--- config.mk ---
export PLATFORM = sky130hd
export DESIGN_NAME = imm_gen_pipe
export DESIGN_NICKNAME = d
export VERILOG_FILES = /design/src/rtl/imm_gen_pipe.sv
export SDC_FILE = /design/constraint.sdc
export NUM_CORES = 1
export LEC_CHECK = 0
export BUFFER_PORTS_ARGS = -buffer_cell sky130_fd_sc_hd__buf_2
export CORE_MARGIN = 3
export CORE_UTILIZATION = 30
export CTS_CLUSTER_SIZE = 12
export DETAILED_ROUTE_END_ITERATION = 8
export SLEW_MARGIN = 10
export SYNTH_ARGS = -nofsm -noshare
export SYNTH_HDL_FRONTEND = slang
export SYNTH_SLANG_ARGS = --single-unit
--- constraint.sdc ---
create_clock -name clk -period 2.3 [get_ports clk]
set_clock_uncertainty 0.05 [all_clocks]
set_input_delay 0.23 -clock clk [delete_from_list [all_inputs] [get_ports clk]]
set_output_delay 0.23 -clock clk [all_outputs]
set_load 0.02 [all_outputs]
--- src/rtl/imm_gen_pipe.sv ---
// RV32 immediate generator with a valid/ready handshake, a registered output and a one-entry skid buffer.
// A saturating counter records how many illegal format selects were accepted.
module imm_gen_pipe #(
  parameter int unsigned INSTR_WIDTH = 32,
  parameter int unsigned DATA_WIDTH  = 32,
  parameter int unsigned TAG_WIDTH   = 4,
  parameter int unsigned CNT_WIDTH   = 8
) (
  input  logic                   clk,
  input  logic                   rst,
  input  logic                   in_valid,
  output logic                   in_ready,
  input  logic [INSTR_WIDTH-1:0] in_instr,
  input  logic [2:0]             in_imm_type,
  input  logic [TAG_WIDTH-1:0]   in_tag,
  output logic                   out_valid,
  input  logic                   out_ready,
  output logic [DATA_WIDTH-1:0]  out_imm,
  output logic                   out_illegal,
  output logic [TAG_WIDTH-1:0]   out_tag,
  output logic [CNT_WIDTH-1:0]   illegal_cnt,
  input  logic                   clr_cnt
);

  localparam logic [CNT_WIDTH-1:0] CNT_MAX = '1;

  if (INSTR_WIDTH != 32) begin : g_bad_instr_width
    $error("imm_gen_pipe: INSTR_WIDTH must be 32");
  end
  if (DATA_WIDTH < 32) begin : g_bad_data_width
    $error("imm_gen_pipe: DATA_WIDTH must be at least 32");
  end

  typedef enum logic [1:0] {
    EMPTY = 2'd0,
    ONE   = 2'd1,
    FULL  = 2'd2
  } state_t;

  state_t                 state;
  state_t                 state_nxt;
  logic [31:0]            imm32_c;
  logic [DATA_WIDTH-1:0]  imm_c;
  logic                   illegal_c;
  logic                   accept_c;
  logic                   load_out_c;
  logic                   load_skid_c;
  logic                   skid_to_out_c;

  logic [DATA_WIDTH-1:0]  skid_imm;
  logic                   skid_illegal;
  logic [TAG_WIDTH-1:0]   skid_tag;

  // Opcode bits are never part of an immediate.
  logic                   unused_opcode;
  assign unused_opcode = ^in_instr[6:0];

  // Format extraction on the 32-bit view; the wide result is a sign extension of it.
  always_comb begin
    imm32_c   = '0;
    illegal_c = 1'b0;
    case (in_imm_type)
      3'b000:  imm32_c = {{20{in_instr[31]}}, in_instr[31:20]};
      3'b001:  imm32_c = {{20{in_instr[31]}}, in_instr[31:25], in_instr[11:7]};
      3'b010:  imm32_c = {{19{in_instr[31]}}, in_instr[31], in_instr[7],
                          in_instr[30:25], in_instr[11:8], 1'b0};
      3'b011:  imm32_c = {in_instr[31:12], 12'b0};
      3'b100:  imm32_c = {{11{in_instr[31]}}, in_instr[31], in_instr[19:12],
                          in_instr[20], in_instr[30:21], 1'b0};
      default: illegal_c = 1'b1;
    endcase
  end

  assign imm_c    = DATA_WIDTH'($signed(imm32_c));
  assign accept_c = in_valid && in_ready;

  // Next state and which register gets loaded this cycle.
  always_comb begin
    state_nxt     = state;
    load_out_c    = 1'b0;
    load_skid_c   = 1'b0;
    skid_to_out_c = 1'b0;
    case (state)
      EMPTY: begin
        if (accept_c) begin
          state_nxt  = ONE;
          load_out_c = 1'b1;
        end
      end
      ONE: begin
        if (accept_c && !out_ready) begin
          state_nxt   = FULL;
          load_skid_c = 1'b1;
        end else if (accept_c) begin
          load_out_c = 1'b1;
        end else if (out_ready) begin
          state_nxt = EMPTY;
        end
      end
      FULL: begin
        if (out_ready) begin
          state_nxt     = ONE;
          skid_to_out_c = 1'b1;
        end
      end
      default: state_nxt = EMPTY;
    endcase
  end

  // in_ready and out_valid are registered copies of the next state.
  always_ff @(posedge clk or posedge rst) begin
    if (rst) begin
      state     <= EMPTY;
      out_valid <= 1'b0;
      in_ready  <= 1'b1;
    end else begin
      state     <= state_nxt;
      out_valid <= (state_nxt != EMPTY);
      in_ready  <= (state_nxt != FULL);
    end
  end

  always_ff @(posedge clk or posedge rst) begin
    if (rst) begin
      out_imm      <= '0;
      out_illegal  <= 1'b0;
      out_tag      <= '0;
      skid_imm     <= '0;
      skid_illegal <= 1'b0;
      skid_tag     <= '0;
    end else begin
      if (load_out_c) begin
        out_imm     <= imm_c;
        out_illegal <= illegal_c;
        out_tag     <= in_tag;
      end else if (skid_to_out_c) begin
        out_imm     <= skid_imm;
        out_illegal <= skid_illegal;
        out_tag     <= skid_tag;
      end
      if (load_skid_c) begin
        skid_imm     <= imm_c;
        skid_illegal <= illegal_c;
        skid_tag     <= in_tag;
      end
    end
  end

  // Counts on acceptance; clear wins over a same-cycle increment.
  always_ff @(posedge clk or posedge rst) begin
    if (rst) begin
      illegal_cnt <= '0;
    end else if (clr_cnt) begin
      illegal_cnt <= '0;
    end else if (accept_c && illegal_c && (illegal_cnt != CNT_MAX)) begin
      illegal_cnt <= illegal_cnt + CNT_WIDTH'(1);
    end
  end

endmodule
==> results of run 1 <==
logic make-up after synthesis:
family	synth area share, %
adders and majority gates	0.3045
xor gates and xnor gates	0.8525
DFF	52.41
AOI/OAI and AO/OA	20.92
buffers and inverters	4.111
and+or+nand+nor	13.61
muxes	7.795
power by group:
group / internal (W) / switching [W] / total (W)
Sequential: 0.00217 / 0.000356 / 0.00253
Clock: 0.000895 / 0.000556 / 0.00145
Combinational: 0.000914 / 0.00127 / 0.00219
cells in the final DEF, fill, tap and decap left out, types with 7 or more instances in the layout:
cell type  instances
and2_1            10
clkbuf_16          9
dfrtp_1           85
mux2_2            23
o21ai_0           15
a21oi_1           34
nand2_1           74
a22o_1            12
a21o_1            33
a211oi_1          11
a22oi_1            7
buf_4             11
buf_2             83
final timing paths:
path | from | to | slack (ps) | cells past startpoint
worst max register to register | illegal_cnt[0] | illegal_cnt[5] | 450 | 5
max in group asynchronous | rst | in_ready | 1120 | 4
worst min-delay path | in_tag[0] | skid_tag[0] | 60 | 3
worst max-delay path | illegal_cnt[0] | illegal_cnt[5] | 450 | 5
worst min register to register | out_tag[0] | out_tag[0] | 420 | 2
min in group asynchronous | rst | out_tag[1] | 380 | 3
layout make-up:
type	count	area share, %
sequential	86	42.72
multi-input combinational	277	35.47
timing repair buffer	97	10.87
clock buffer	12	5.088
tap	176	4.368
clock inverter	4	0.8935
inverter	7	0.5957
cells in the mapped netlist (all sizes together), types with 2 or more instances:
cell type and n:
a21o 33, a22o 12, nand3 2, or2 2, a22oi 7, dfrtp 85
a211oi 11, o2bb2ai 3, nor3 3, a21oi 35, nand2b 4, nor2 6
inv 7, buf 21, o31ai 2, mux2i 5, mux2 24, and2 11
nor2b 5, o21ai 17, a2111oi 2, and3b 2, clkbuf 7, xnor2 4
nand2 74
state kept, by name (all words and copies together), names as in the netlist:
register / cells
out_imm: 32
skid_imm: 32
illegal_cnt: 8
out_tag: 4
skid_tag: 4
state: 2
in_ready: 1
out_illegal: 1
out_valid: 1
skid_illegal: 1
through the flow:
step	std cells	area [sq um]	setup slack [ps]	power (W)	utilization, %
after detailed placement	642	4730	419.9	0.004752	35.57
final	659	5041	454.6	0.006164	37.92
after floorplan	398	4113	471.0	0.004010	-
after global routing	659	5041	343.0	0.006589	37.92
after global placement	642	4730	417.9	0.004675	35.57
after CTS	659	5041	446.0	0.006253	37.92
worst max-delay path: cells and delay by family, from the launching register on:
kind,cells,cell delay (ps)
AO/OA/AOI/OAI,2,380
adder cells (fa/ha/maj),1,240
flip-flops,1,420
AND/OR/NAND/NOR,2,670
layer usage:
layer | global-route usage, % | part of all wire (%) | vias to the layer above
met5 | 0 | 0 | -
met3 | 3.111 | 3.5 | 14
met4 | 5.952 | 1.8 | 0
met2 | 23.30 | 48 | 53
li1 | - | - | 1561
met1 | 19.84 | 47 | 1581
timing repair:
item	4_1_cts	5_1_grt
hold buffers	1	0
resized for setup	0	0
hold endpoints to repair	14	0
==> impl_metrics.csv, run 1 <==
group,metric,value,unit
drt,drt_wl_total,10.52,mm
cells_and_area,nets,523,
outcome,outcome,"finished, final reports clean",
placement,io_buffers,83,
synthesis,synthArstFlopShare,100.0,%
timing,worstMarginPinSlew,906.8,ps
synthesis,ys_ff_latch,86,
grt,grt_max_degree,58,
cells_and_area,diodes,0,
timing,relSlewSlack,39.54,%
synthesis,synth_top_area_share,51.77,%
synthesis,netlist.top_cell.by_area,"dfrtp_1",
timing,min_period,1845,ps
placement,dp.final_hpwl,7.458,mm
cells_and_area,final-seq-area,2153,sq um
grt,track_usage,14.76,%
timing,rsz0062_at_grt,"false",
clock_network,clkTransAtPathRegs,60,ps
clock_network,numCtsBuffers,9,
clock_network,cts_setup_buffers,0,
pwr,ir_drop,321.2,uV
synthesis,ys_types,46,
worst_setup_path,slowest_stage,"or4_1",
drt,final_antenna_net_count,0,
timing,whs,61.10,ps
clock_network,h-tree-depth,3,
worst_setup_path,critical_path.max_stage_delay,480,ps
grt,first_global_vias,3289,
pwr,cellLeakagePower,2.561,nW
synthesis,synth_area,4109,sq um
synthesis,ys_warn_count,0,
placement,gp_congestion,0.7886,
worst_setup_path,path_max_fanout,6,
synthesis,synthFlopType,"dfrtp_1",
timing,setup_viol,0,
die,die-area,15140,sq um
timing,fin_crit_sh,80.24,%
die,die_h,123.0,um
clock_network,cts_tree,"yes",
die,coreArea,13300,sq um
synthesis,synth_edf_count,0,
cells_and_area,drive_gt1_share,29.40,%
drt,first_iter_violations,100,
cells_and_area,fill_cells,1333,
drt,dr.pass1.iters,4,
worst_setup_path,path_cells,"ha_1 > and3_1 > a21o_1 > or4_1 > a21oi_1",
worst_setup_path,crit_type,"reg -> reg",
timing,fmax,0.5419,GHz
flow_run,drv_cap,0,
timing,hold_viol_final,0,
clock_network,worstSkewPairLatency,330,ps
worst_setup_path,cp-end-kind,"flip-flop",
drt,vias,3209,
grt,antenna_found_initial,0,
worst_setup_path,crit_arrival,2060,ps
grt,grt_pass1_wl,17.28,mm
synthesis,avgSynthCellArea,10.32,sq um
die,die_x,123.0,um
die,start_util,30.91,%
pwr,cellPowerDensity,1223,nW/um^2
drt,via_per_inst,4.869,
timing,setup_tns,0,ps
timing,slew_viol_final,0,
die,ios,91,
hold_path,hp-class,"in -> reg",
clock_network,cts_num_sinks,86,
cells_and_area,area_growth,22.69,%
grt,grt.overflow.total,0,
clock_network,cts.path.max_buffers,2,
cells_and_area,multiInputGateArea,1788,sq um
synthesis,yosys-top-cells-area,"dfrtp_1 52%, nand2_1 6.8%, mux2_2 6.3%, a21o_1 6.0%, a21oi_1 4.1%",
worst_setup_path,cp-start-kind,"flip-flop",
synthesis,syn_nets,443,
drt,drc,0,
worst_setup_path,required,2510,ps
synthesis,synth-seq-area-share,52.41,%
die,num_rows,42,
synthesis,syn_inst,398,
drt,avgRoutedWirePerCell,15.96,um
clock_network,cts_root_buf,"clkbuf_16",
Power figures use the tool's default switching activity.
==> run 2, diff against run 1 <==
--- a/config.mk
+++ b/config.mk
@@ -5,6 +5,7 @@
 export SDC_FILE = /design/constraint.sdc
 export NUM_CORES = 1
 export LEC_CHECK = 0
+export ABC_AREA = 1
 export BUFFER_PORTS_ARGS = -buffer_cell sky130_fd_sc_hd__buf_2
 export CORE_MARGIN = 3
 export CORE_UTILIZATION = 30
==> constraint.sdc (replaced) <==
create_clock -name clk -period 1.5 [get_ports clk]
set_clock_uncertainty 0.05 [all_clocks]
set_input_delay 0.15 -clock clk [delete_from_list [all_inputs] [get_ports clk]]
set_output_delay 0.15 -clock clk [all_outputs]
set_load 0.02 [all_outputs]
==> impl_metrics.csv, run 2 <==
group,metric,value,unit
flow_run,drv_cap,0,
timing,hold_viol_final,0,
timing,relSlewSlack,66.55,%
timing,worstMarginPinSlew,501.8,ps
pwr,switching_power,0.003676,W
synthesis,synth-seq-area-share,52.10,%
clock_network,cts_root_buf,"clkbuf_16",
clock_network,worstSkewPairLatency,350,ps
drt,first_iter_violations,217,
clock_network,clkTransAtPathRegs,60,ps
pwr,clkPwrFrac,23.9,%
synthesis,avgSynthCellArea,7.768,sq um
synthesis,netlist.top_cell.by_area,"dfrtp_1",
grt,first_global_vias,3659,
drt,via_per_inst,4.653,
drt,avgRoutedWirePerCell,13.87,um
grt,track_usage,15.42,%
die,ios,91,
timing,setup_viol,0,
cells_and_area,mostFrequentLayoutCell,"nand2_1",
placement,gp_congestion,0.7862,
die,die_h,123.4,um
pwr,combinationalPowerShare,36.4,%
drt,drt_wl_total,11.40,mm
worst_setup_path,path_max_fanout,6,
cells_and_area,area_growth,31.67,%
clock_network,numCtsBuffers,9,
timing,rsz0062_at_grt,"true",
clock_network,cts_tree,"yes",
cells_and_area,diodes,0,
synthesis,synth_common_cells,"237 x nand2_1, 85 x dfrtp_1, 45 x inv_1, 35 x nand3_1, 24 x o21ai_0",
synthesis,synth_top_area_share,51.47,%
worst_setup_path,cp-end-kind,"flip-flop",
worst_setup_path,cp-start-kind,"flip-flop",
cells_and_area,finalNonFillerCells,822,
pwr,finalPower,0.009610,W
synthesis,synthFlopType,"dfrtp_1",
grt,grt_pass1_wl,18.16,mm
pwr,swShare,38.25,%
pwr,cellLeakagePower,2.894,nW
placement,dp.final_hpwl,7.847,mm
synthesis,syn_inst,532,
die,start_util,30.96,%
worst_setup_path,crit_arrival,1680,ps
timing,slew_viol_final,0,
placement,place_ws,-60.15,ps
pwr,ir_drop,807.4,uV
clock_network,cts_num_sinks,86,
clock_network,h-tree-depth,3,
synthesis,yosysMostFrequentCell,"nand2_1",
timing,fin_crit_sh,97.32,%
cells_and_area,largestRegisters,"out_imm: 32 flops, skid_imm: 32 flops, illegal_cnt: 8 flops",
clock_network,cts.path.max_buffers,2,
cells_and_area,fin_util,40.77,%
cells_and_area,final_cell_mix,"226 x nand2_1, 83 x buf_2, 81 x dfrtp_1",
cells_and_area,nets,686,
grt,grt.overflow.total,0,
outcome,outcome,"finished, final reports clean",
pwr,power_frac_seq,39.7,%
drt,vias,3825,
worst_setup_path,crit_type,"reg -> reg",
synthesis,ys_warn_count,0,
synthesis,synth_area,4133,sq um
die,coreArea,13350,sq um
pwr,cellPowerDensity,1766,nW/um^2
cells_and_area,drive_gt1_share,28.17,%
hold_path,hp-class,"in -> reg",
synthesis,ys_ff_latch,86,
timing,min_period,1460,ps
synthesis,synth_edf_count,0,
pwr,internal_power,0.005934,W
synthesis,synthArstFlopShare,100.0,%
synthesis,syn_nets,577,
die,num_rows,42,
placement,io_buffers,83,
placement,dpl.cell_count,794,
die,die-area,15220,sq um
timing,fmax,0.6850,GHz
drt,final_antenna_net_count,0,
worst_setup_path,required,1720,ps
grt,grt_max_degree,87,
grt,antenna_found_initial,0,
timing,setup_ws,40.23,ps
synthesis,yosys-top-cells-area,"dfrtp_1 51%, nand2_1 22%, nand3_1 4.2%, inv_1 4.1%, o21ai_0 2.9%",
die,die_x,123.4,um
drt,drc,0,
synthesis,ys_types,30,
drt,dr.pass1.iters,4,
-- run 2: timing repair --
action | 4_1_cts | 5_1_grt
hold endpoints to repair | 90 | 0
cloned | 0 | 1
endpoints found under the setup margin | 31 | 65
pin swaps | 2 | 4
resized for setup | 1 | 36
setup buffers | 2 | 5
hold buffers | 4 | 0
-- run 2: kinds of logic (layout without fill, tap and decap cells) --
| kind of cell | Yosys count | after routing | share of synthesized area, % |
|---|---|---|---|
| flip-flops | 86 | 86 | 52.10 |
| XOR/XNOR | 3 | 3 | 0.6359 |
| AO/OA/AOI/OAI | 57 | 57 | 7.296 |
| buffers and inverters | 71 | 184 | 7.054 |
| adder cells (fa/ha/maj) | 1 | 1 | 0.3027 |
| AND/OR/NAND/NOR | 314 | 315 | 32.61 |
-- run 2: routing by layer --
layer	share of wire (%)	global-route usage, %
met1	44	19.31
met2	49	25.45
met3	4.6	3.888
met4	2.2	6.228
met5	0	0
-- run 2: worst paths after layout --
kind / startpoint / end / slack (ps) / cells after the start
setup / recovery: in_ready / skid_imm[19] / 40 / 7
hold / removal: in_tag[1] / skid_tag[1] / 20 / 3
setup reg to reg: in_ready / skid_imm[19] / 40 / 7
hold reg to reg: skid_imm[23] / skid_imm[23] / 430 / 2
max in group asynchronous: rst / illegal_cnt[0] / 560 / 4
min in group asynchronous: rst / skid_tag[2] / 400 / 4
-- run 2: cell type report --
cell class / count / area [sq um]
flip-flops and latches: 86 / 2158
multi-input cells: 376 / 1822
clock inverters: 4 / 45.04
well taps: 176 / 220.2
repair buffers: 115 / 732.0
inverters: 53 / 207.7
clock buffers: 12 / 256.5
fillers: 1350 / 7906
-- run 2: worst max-delay path, cell delays in order (launching register included) --
cell	delay, ps
dfstp_2	550
nand2_4	70
nor3_4	200
inv_2	100
nor2_4	160
buf_12	140
nand2_2	60
o21ai_2	50
-- run 2: per-stage QoR --
stage | hold slack [ps] | cell area (sq um) | TNS, ps
floorplan | 209.6 | 4150 | 0
global placement | 275.4 | 4888 | -2.078
detailed placement | 280.2 | 4888 | -480.5
CTS | 6.392 | 5260 | 0
global route | 31.08 | 5441 | -638.7
finish | 19.52 | 5441 | 0
-- run 2: power by group through the flow --
stage	combinational [W]	sequential (W)	clock, W
floorplan	0.00160	0.00434	0
detailed placement	0.00335	0.00385	0
global route	0.00393	0.00391	0.00244
CTS	0.00340	0.00382	0.00236
global placement	0.00327	0.00380	0
finish	0.00350	0.00381	0.00229
